**src/rtl/regression_pkg.sv**
```systemverilog
// Shared defaults, FSM state encoding and the fixed linear-model coefficients
// for the regression cost pipeline.
package regression_pkg;

    localparam int DEFAULT_DATA_W = 32;
    localparam int DEFAULT_CNT_W  = 16;
    localparam int DEFAULT_ACC_W  = 72;

    localparam logic [31:0] THETA0 = 32'd10000;
    localparam logic [31:0] THETA1 = 32'd5000;

    typedef enum logic [2:0] {
        S_IDLE,
        S_ACCUM,
        S_DRAIN,
        S_DIV,
        S_DONE
    } state_e;

    // Price predicted by the fixed model for a given size.
    function automatic logic [31:0] predict_price(input logic [31:0] size);
        return THETA0 + THETA1 * size;
    endfunction

endpackage

```
**src/rtl/regression_mse_if.sv**
```systemverilog
// Sample stream, run control and result bundle between the regression
// predictor side (master) and the MSE block (slave).
interface regression_mse_if
    import regression_pkg::*;
#(
    parameter int DATA_W = DEFAULT_DATA_W,
    parameter int CNT_W  = DEFAULT_CNT_W,
    parameter int ACC_W  = DEFAULT_ACC_W
) ();

    logic              start;
    logic [CNT_W-1:0]  n_samples;
    logic              in_valid;
    logic              in_ready;
    logic [DATA_W-1:0] predict;
    logic [DATA_W-1:0] label;
    logic              busy;
    logic              done;
    logic [ACC_W-1:0]  sse;
    logic [ACC_W-1:0]  mse;
    logic              overflow;
    logic              zero_n;

    modport master (
        output start, n_samples, in_valid, predict, label,
        input  in_ready, busy, done, sse, mse, overflow, zero_n
    );

    modport slave (
        input  start, n_samples, in_valid, predict, label,
        output in_ready, busy, done, sse, mse, overflow, zero_n
    );

endinterface

```
**src/rtl/regression_mse_divider.sv**
```systemverilog
// Restoring sequential divider: one quotient bit per cycle, ACC_W cycles per
// division, done pulses one cycle after the final bit; remainder is internal.
module seq_divider
    import regression_pkg::*;
#(
    parameter int ACC_W = DEFAULT_ACC_W,
    parameter int CNT_W = DEFAULT_CNT_W
) (
    input  logic             clk,
    input  logic             rst,
    input  logic             start_i,
    input  logic [ACC_W-1:0] dividend_i,
    input  logic [CNT_W-1:0] divisor_i,
    output logic             busy_o,
    output logic             done_o,
    output logic [ACC_W-1:0] quotient_o
);

    localparam int STEP_W = $clog2(ACC_W + 1);

    logic              busy_q;
    logic              done_q;
    logic [STEP_W-1:0] step_q;
    logic [ACC_W-1:0]  quo_q, quo_d;
    logic [CNT_W-1:0]  rem_q, rem_d;
    logic [CNT_W-1:0]  dsr_q;
    logic [CNT_W:0]    shifted;
    logic [CNT_W:0]    trial;

    // Partial remainder stays below the divisor, so the top bit of the trial
    // subtraction is a clean borrow flag.
    always_comb begin
        shifted = {rem_q, quo_q[ACC_W-1]};
        trial   = shifted - {1'b0, dsr_q};
        rem_d   = shifted[CNT_W-1:0];
        quo_d   = {quo_q[ACC_W-2:0], 1'b0};
        if (!trial[CNT_W]) begin
            rem_d = trial[CNT_W-1:0];
            quo_d = {quo_q[ACC_W-2:0], 1'b1};
        end
    end

    always_ff @(posedge clk or posedge rst) begin
        if (rst) begin
            busy_q <= 1'b0;
            done_q <= 1'b0;
            step_q <= '0;
        end else begin
            done_q <= 1'b0;
            if (start_i && !busy_q) begin
                busy_q <= 1'b1;
                step_q <= STEP_W'(ACC_W);
            end else if (busy_q) begin
                step_q <= step_q - STEP_W'(1);
                if (step_q == STEP_W'(1)) begin
                    busy_q <= 1'b0;
                    done_q <= 1'b1;
                end
            end
        end
    end

    always_ff @(posedge clk) begin
        if (start_i && !busy_q) begin
            quo_q <= dividend_i;
            rem_q <= '0;
            dsr_q <= divisor_i;
        end else if (busy_q) begin
            quo_q <= quo_d;
            rem_q <= rem_d;
        end
    end

    assign busy_o     = busy_q;
    assign done_o     = done_q;
    assign quotient_o = quo_q;

endmodule

```
**src/rtl/regression_mse.sv**
```systemverilog
// Accumulates the sum of squared errors of (predict, label) pairs over a run
// and divides by the sample count to report the mean squared error.
module regression_mse
    import regression_pkg::*;
#(
    parameter int DATA_W = DEFAULT_DATA_W,
    parameter int CNT_W  = DEFAULT_CNT_W,
    parameter int ACC_W  = DEFAULT_ACC_W
) (
    input  logic          clk,
    input  logic          rst,
    regression_mse_if.slave bus
);

    state_e            state_q, state_d;
    logic [CNT_W-1:0]  n_q;
    logic [CNT_W-1:0]  count_q;
    logic              drain_q;
    logic [ACC_W-1:0]  acc_q;
    logic              ovf_q;
    logic [DATA_W-1:0] diff_p1_q;
    logic              vld_p1_q;
    logic [ACC_W-1:0]  sse_q, mse_q;
    logic              overflow_q, zero_n_q;

    logic              hs;
    logic              div_start;
    logic              div_busy;
    logic              div_done;
    logic [ACC_W-1:0]  div_quot;
    logic [ACC_W:0]    acc_sum;

    function automatic logic [DATA_W-1:0] abs_diff(input logic [DATA_W-1:0] a,
                                                   input logic [DATA_W-1:0] b);
        return (a >= b) ? (a - b) : (b - a);
    endfunction

    // Returns {saturated, new accumulator}; clamps at all-ones on carry-out.
    function automatic logic [ACC_W:0] sat_accumulate(input logic [ACC_W-1:0]  acc,
                                                      input logic [DATA_W-1:0] d);
        logic [2*DATA_W-1:0] sq;
        logic [ACC_W:0]      sum;
        sq  = {{DATA_W{1'b0}}, d} * {{DATA_W{1'b0}}, d};
        sum = {1'b0, acc} + {{(ACC_W + 1 - 2*DATA_W){1'b0}}, sq};
        if (sum[ACC_W]) begin
            sum = {1'b1, {ACC_W{1'b1}}};
        end
        return sum;
    endfunction

    assign hs      = bus.in_valid && (state_q == S_ACCUM);
    assign acc_sum = sat_accumulate(acc_q, diff_p1_q);

    always_comb begin
        state_d   = state_q;
        div_start = 1'b0;
        case (state_q)
            S_IDLE: begin
                if (bus.start) begin
                    state_d = (bus.n_samples == '0) ? S_DONE : S_ACCUM;
                end
            end
            S_ACCUM: begin
                if (hs && (count_q == n_q - CNT_W'(1))) begin
                    state_d = S_DRAIN;
                end
            end
            S_DRAIN: begin
                // Divider is launched on the second drain cycle, when the
                // last square has landed in the accumulator.
                if (drain_q && !div_busy) begin
                    state_d   = S_DIV;
                    div_start = 1'b1;
                end
            end
            S_DIV: begin
                if (div_done) begin
                    state_d = S_DONE;
                end
            end
            S_DONE:  state_d = S_IDLE;
            default: state_d = S_IDLE;
        endcase
    end

    always_ff @(posedge clk or posedge rst) begin
        if (rst) begin
            state_q    <= S_IDLE;
            n_q        <= '0;
            count_q    <= '0;
            drain_q    <= 1'b0;
            acc_q      <= '0;
            ovf_q      <= 1'b0;
            vld_p1_q   <= 1'b0;
            sse_q      <= '0;
            mse_q      <= '0;
            overflow_q <= 1'b0;
            zero_n_q   <= 1'b0;
        end else begin
            state_q  <= state_d;
            drain_q  <= (state_q == S_DRAIN) ? ~drain_q : 1'b0;
            vld_p1_q <= hs;
            if (state_q == S_IDLE && bus.start) begin
                n_q     <= bus.n_samples;
                count_q <= '0;
                acc_q   <= '0;
                ovf_q   <= 1'b0;
            end
            if (hs) begin
                count_q <= count_q + CNT_W'(1);
            end
            // stage 2: square and accumulate
            if (vld_p1_q) begin
                acc_q <= acc_sum[ACC_W-1:0];
                ovf_q <= ovf_q | acc_sum[ACC_W];
            end
            if (state_d == S_DONE) begin
                if (state_q == S_IDLE) begin
                    sse_q      <= '0;
                    mse_q      <= '0;
                    overflow_q <= 1'b0;
                    zero_n_q   <= 1'b1;
                end else begin
                    sse_q      <= acc_q;
                    mse_q      <= div_quot;
                    overflow_q <= ovf_q;
                    zero_n_q   <= 1'b0;
                end
            end
        end
    end

    // stage 1: absolute error
    always_ff @(posedge clk) begin
        if (hs) begin
            diff_p1_q <= abs_diff(bus.predict, bus.label);
        end
    end

    seq_divider #(
        .ACC_W (ACC_W),
        .CNT_W (CNT_W)
    ) u_div (
        .clk        (clk),
        .rst        (rst),
        .start_i    (div_start),
        .dividend_i (acc_q),
        .divisor_i  (n_q),
        .busy_o     (div_busy),
        .done_o     (div_done),
        .quotient_o (div_quot)
    );

    assign bus.in_ready = (state_q == S_ACCUM);
    assign bus.busy     = (state_q != S_IDLE);
    assign bus.done     = (state_q == S_DONE);
    assign bus.sse      = sse_q;
    assign bus.mse      = mse_q;
    assign bus.overflow = overflow_q;
    assign bus.zero_n   = zero_n_q;

endmodule

```
**src/flat_wrapper.sv**
```systemverilog
// flat-port wrapper written by rule: the top's interface ports become plain ports
module regression_mse_flat import regression_pkg::*;
#(
    parameter int DATA_W = DEFAULT_DATA_W,
    parameter int CNT_W  = DEFAULT_CNT_W,
    parameter int ACC_W  = DEFAULT_ACC_W
)
  (clk, rst, bus_start, bus_n_samples, bus_in_valid, bus_predict, bus_label, bus_in_ready, bus_busy, bus_done, bus_sse, bus_mse, bus_overflow, bus_zero_n);
  regression_mse_if #(.DATA_W(DATA_W), .CNT_W(CNT_W), .ACC_W(ACC_W)) bus_i ();
  input  logic clk;
  input  logic rst;
  input wire logic [$bits(bus_i.start)-1:0] bus_start;
  input wire logic [$bits(bus_i.n_samples)-1:0] bus_n_samples;
  input wire logic [$bits(bus_i.in_valid)-1:0] bus_in_valid;
  input wire logic [$bits(bus_i.predict)-1:0] bus_predict;
  input wire logic [$bits(bus_i.label)-1:0] bus_label;
  output wire logic [$bits(bus_i.in_ready)-1:0] bus_in_ready;
  output wire logic [$bits(bus_i.busy)-1:0] bus_busy;
  output wire logic [$bits(bus_i.done)-1:0] bus_done;
  output wire logic [$bits(bus_i.sse)-1:0] bus_sse;
  output wire logic [$bits(bus_i.mse)-1:0] bus_mse;
  output wire logic [$bits(bus_i.overflow)-1:0] bus_overflow;
  output wire logic [$bits(bus_i.zero_n)-1:0] bus_zero_n;
  assign bus_i.start = bus_start;
  assign bus_i.n_samples = bus_n_samples;
  assign bus_i.in_valid = bus_in_valid;
  assign bus_i.predict = bus_predict;
  assign bus_i.label = bus_label;
  assign bus_in_ready = bus_i.in_ready;
  assign bus_busy = bus_i.busy;
  assign bus_done = bus_i.done;
  assign bus_sse = bus_i.sse;
  assign bus_mse = bus_i.mse;
  assign bus_overflow = bus_i.overflow;
  assign bus_zero_n = bus_i.zero_n;
  regression_mse #(.DATA_W(DATA_W), .CNT_W(CNT_W), .ACC_W(ACC_W)) u_core (.clk(clk), .rst(rst), .bus(bus_i));
endmodule
```
**config.mk**
```make
export PLATFORM = sky130hd
export DESIGN_NAME = regression_mse_flat
export DESIGN_NICKNAME = d
export VERILOG_FILES = /design/src/rtl/regression_pkg.sv /design/src/rtl/regression_mse_if.sv /design/src/rtl/regression_mse_divider.sv /design/src/rtl/regression_mse.sv /design/src/flat_wrapper.sv
export SDC_FILE = /design/constraint.sdc
export NUM_CORES = 2
export LEC_CHECK = 0
export CAP_MARGIN = 10
export CORE_UTILIZATION = 57
export CTS_CLUSTER_DIAMETER = 120
export DETAILED_ROUTE_END_ITERATION = 16
export PLACE_DENSITY = 0.79
export SYNTH_ARGS = -nofsm -noshare
export SYNTH_HDL_FRONTEND = slang
export SYNTH_SLANG_ARGS = --single-unit
```
**constraint.sdc**
```tcl
create_clock -name clk -period 8.51 [get_ports clk]
set_clock_uncertainty 0.1 [all_clocks]
set_input_delay 1.702 -clock clk [delete_from_list [all_inputs] [get_ports clk]]
set_output_delay 1.702 -clock clk [all_outputs]
set_load 0.1 [all_outputs]
```
==> results.tsv <==
stage	metric	value	unit
die	dieArea	0.08965	sq mm
synth	synth_edf_count	120	
die	core_area	0.08716	sq mm
synth	synth.net_count	6416	
cells_and_area	fin_cells	6463	
timing	slew_violations	0	
drt	wl_per_cell	20.20	microns
synth	synth_compound_area_share	11.01	%
cts	worstSkewPairLatency	0.60	ns
hold_path	whs_path_depth	2	
cells_and_area	design_area	0.05594	sq mm
synth	async_flop_share	66.08	%
synth	yosysWarnings	0	
synth	ys_ff_latch	401	
critical_path	worstPathRequired	8.86	ns
cts	ctsHoldBuffers	0	
synth	ys_types	88	
power_and_ir_drop	finalPower	0.004328	W
timing	fmax	121.6	MHz
placed_design	post_dp_cell_area	0.05419	sq mm
critical_path	timing.rr.end	u_core.acc_q[67]	
power_and_ir_drop	p_per_area	77.36	mW/mm^2
synth	ys_seq_area_share	20.93	%
synth	synth-xor-area-share	2.504	%
critical_path	r2r_cells	26	
placed_design	dp.cells	6365	
timing	hold_viol	0	
cts	clockBufferDepth	3	
drt	dr_total_vias	36840	
power_and_ir_drop	peakVddDrop	0.1513	mV
die	die_x	299.4	microns
synth	synth_top_family_by_area	adder cells	
critical_path	crit_path_start_kind	flip-flop	
grt	grt_max_degree	189	
synth	syn_inst	5107	
timing	min_period	8.223	ns
cts	cts_buffers	43	
placed_design	place.gp.congestion	0.9580	
grt	grt_pass1_wl	211.2	mm
critical_path	cp.arrival	8.58	ns
flow_run	maxCapViolCount	0	
hold_path	whs_endpoint	u_core.u_div.rem_q[11]	
timing	max_slew_margin	28.49	%
drt	ant_nets	0	
cells_and_area	layout.nets	6582	
critical_path	r2r_setup_slack	0.29	ns
synth	muxShareOfSynthArea	2.236	%
synth	syn_area	0.05042	sq mm
synth	synth-simple-area-share	9.199	%
grt	grt_pass1_vias	39420	
critical_path	cp-end-kind	flip-flop	
cells_and_area	diodes	0	
cells_and_area	final_common_cell	inv_1	
die	ioPinCount	233	
status	status	complete, no violations	
drt	drcViolationCount	0	
grt	globalRoute.totalOverflow	0	
die	die_h	299.4	microns
drt	viasPerCell	5.699	
synth	synthFlopType	dfrtp_1	
placed_design	hpwl	103.9	mm
cts	cts.sinks	401	
timing	fin_crit_sh	96.63	%
synth	synth_area_per_cell	9.873	sq um
timing	finalWorstSetupSlack	0.2871	ns
die	initial_core_util	57.85	%
die	rows	108	
placed_design	io_buffers	232	
cts	tritoncts	built	
drt	drt-initial-drc-count	2994	
critical_path	criticalPathCategory	reg -> reg	
synth	synthAdderAreaFrac	43.46	%
timing	worstMarginPinSlew	1.073	ns
cells_and_area	drive_gt1_share	5.972	%
drt	first_pass_iters	6	
hold_path	hold_start	u_core.u_div.rem_q[11]	
cells_and_area	syn_to_final_growth	10.95	%
cts	htree_num_levels	2	
placed_design	place_ws	0.1628	ns
power_and_ir_drop	power_leakage	28.56	nW
critical_path	timing.rr.start	u_core.diff_p1_q[0]	
cts	clockRootBuffer	clkbuf_16	
critical_path	crit_path_max_fanout	18	
cells_and_area	fillCellCount	6625	
grt	grt.total_usage	30.05	%
cts	path_clk_slew	0.06	ns
cells_and_area	layout_common_cells	inv_1 (1189), fa_1 (877), nand2_1 (435), ha_1 (348), dfrtp_1 (264)	
timing	setup_violations	0	
cells_and_area	fin_util	64.18	%
drt	routed_wl	130.5	mm
hold_path	hold_path_class	reg -> reg	
grt	antenna_found_initial	1	
[cells in the mapped netlist (34+ instances only)]
cell	number	area share, %
inv_1	1193	8.9
fa_1	877	35
nand2_1	436	3.2
ha_1	348	8.6
dfrtp_1	265	13
a21oi_1	202	2.0
clkbuf_1	198	1.5
and2_1	177	2.2
o21ai_0	169	1.7
nor2_1	165	1.2
a22o_1	148	2.6
edfxtp_1	120	7.1
a21o_1	106	1.6
xnor2_1	97	1.7
mux2_2	76	1.7
xor2_1	44	0.76
nand4_1	43	0.53
a31oi_1	36	0.45
nand3_1	34	0.34
[flip-flops by register name (all words and copies together), names as in the netlist, 3 cells and up]
| name | count |
|---|---|
| u_core.u_div.quotient_o | 72 |
| u_core.acc_q | 72 |
| u_core.bus.sse | 72 |
| u_core.state_q | 3 |
| u_core.n_q | 16 |
| u_core.diff_p1_q | 32 |
| u_core.bus.mse | 72 |
| u_core.u_div.step_q | 7 |
| u_core.u_div.dsr_q | 16 |
| u_core.count_q | 16 |
| u_core.u_div.rem_q | 16 |
[kinds of logic after synthesis]
kind of cell,count (synthesis)
xor+xnor,142
flops,401
mux,103
buf+inv,1424
compound gates,827
fa+ha+maj,1225
simple gates,985
[metrics by stage]
| stage | setup TNS, ns | hold WS (ns) |
|---|---|---|
| 6_report | 0 | 0.3841 |
| 4_1_cts | 0 | 0.3874 |
| 5_1_grt | -0.04818 | 0.4059 |
| 3_5_place_dp | 0 | 0.3787 |
| 3_3_place_gp | 0 | 0.3576 |
| 2_1_floorplan | 0 | 0.3359 |
[layer usage]
metal | part of all wire [%] | GRT usage, % | up-vias
li1 | - | - | 16350
met1 | 39 | 39.61 | 18500
met2 | 48 | 50.03 | 1679
met3 | 9.1 | 5.740 | 298
met4 | 3.9 | 10.16 | 2
met5 | 0.010 | 0 | -
[worst max-delay path, stage by stage (launching register included)]
cell and delay, ns:
edfxtp_1 0.53, buf_4 0.30, and2_1 0.25, fa_1 0.51
inv_1 0.06, fa_1 0.45, fa_1 0.52, fa_1 0.56
inv_1 0.06, fa_1 0.50, inv_1 0.05, fa_1 0.48
fa_1 0.49, inv_1 0.05, fa_1 0.44, ha_1 0.30
buf_4 0.16, nand2_1 0.07, o21ai_0 0.12, nor2b_1 0.16
o211a_1 0.21, o311a_1 0.38, o31a_1 0.43, a21o_1 0.25
a311oi_1 0.35, xor2_1 0.19, a21oi_1 0.08
[what timing repair did]
item / 4_1_cts / 5_1_grt
endpoints found under the setup margin: 0 / 50
gates resized for setup: 0 / 17
buffers inserted: 0 / 18
endpoints found under the hold margin: 0 / 0
[power breakdown]
part / switching, W / internal [W] / total (W)
Clock: 0.000839 / 0.00116 / 0.00200
Combinational: 0.000197 / 0.000146 / 0.000343
Sequential: 0 / 0.00199 / 0.00199
[worst max-delay path by stage]
stage,from,end,slack (ns),depth (start not counted)
floorplan,u_core.diff_p1_q[4],u_core.acc_q[11],0.81,29
global placement,u_core.diff_p1_q[0],u_core.acc_q[67],0.27,26
detailed placement,u_core.diff_p1_q[7],u_core.acc_q[71],0.16,28
CTS,u_core.diff_p1_q[7],u_core.acc_q[71],0.13,28
global route,u_core.diff_p1_q[25],u_core.acc_q[62],-0.02,25
finish,u_core.diff_p1_q[0],u_core.acc_q[67],0.29,26
[layout make-up]
type / count / area, sq um / share of cell area (%)
multi-input combinational: 3282 / 34570 / 61.79
clock buffer: 57 / 1231 / 2.201
tap: 1155 / 1445 / 2.583
clock inverter: 23 / 280.3 / 0.5010
inverter: 1201 / 4524 / 8.087
timing repair buffer: 344 / 3337 / 5.965
sequential: 401 / 10560 / 18.87
Power figures use the tool's default switching activity.
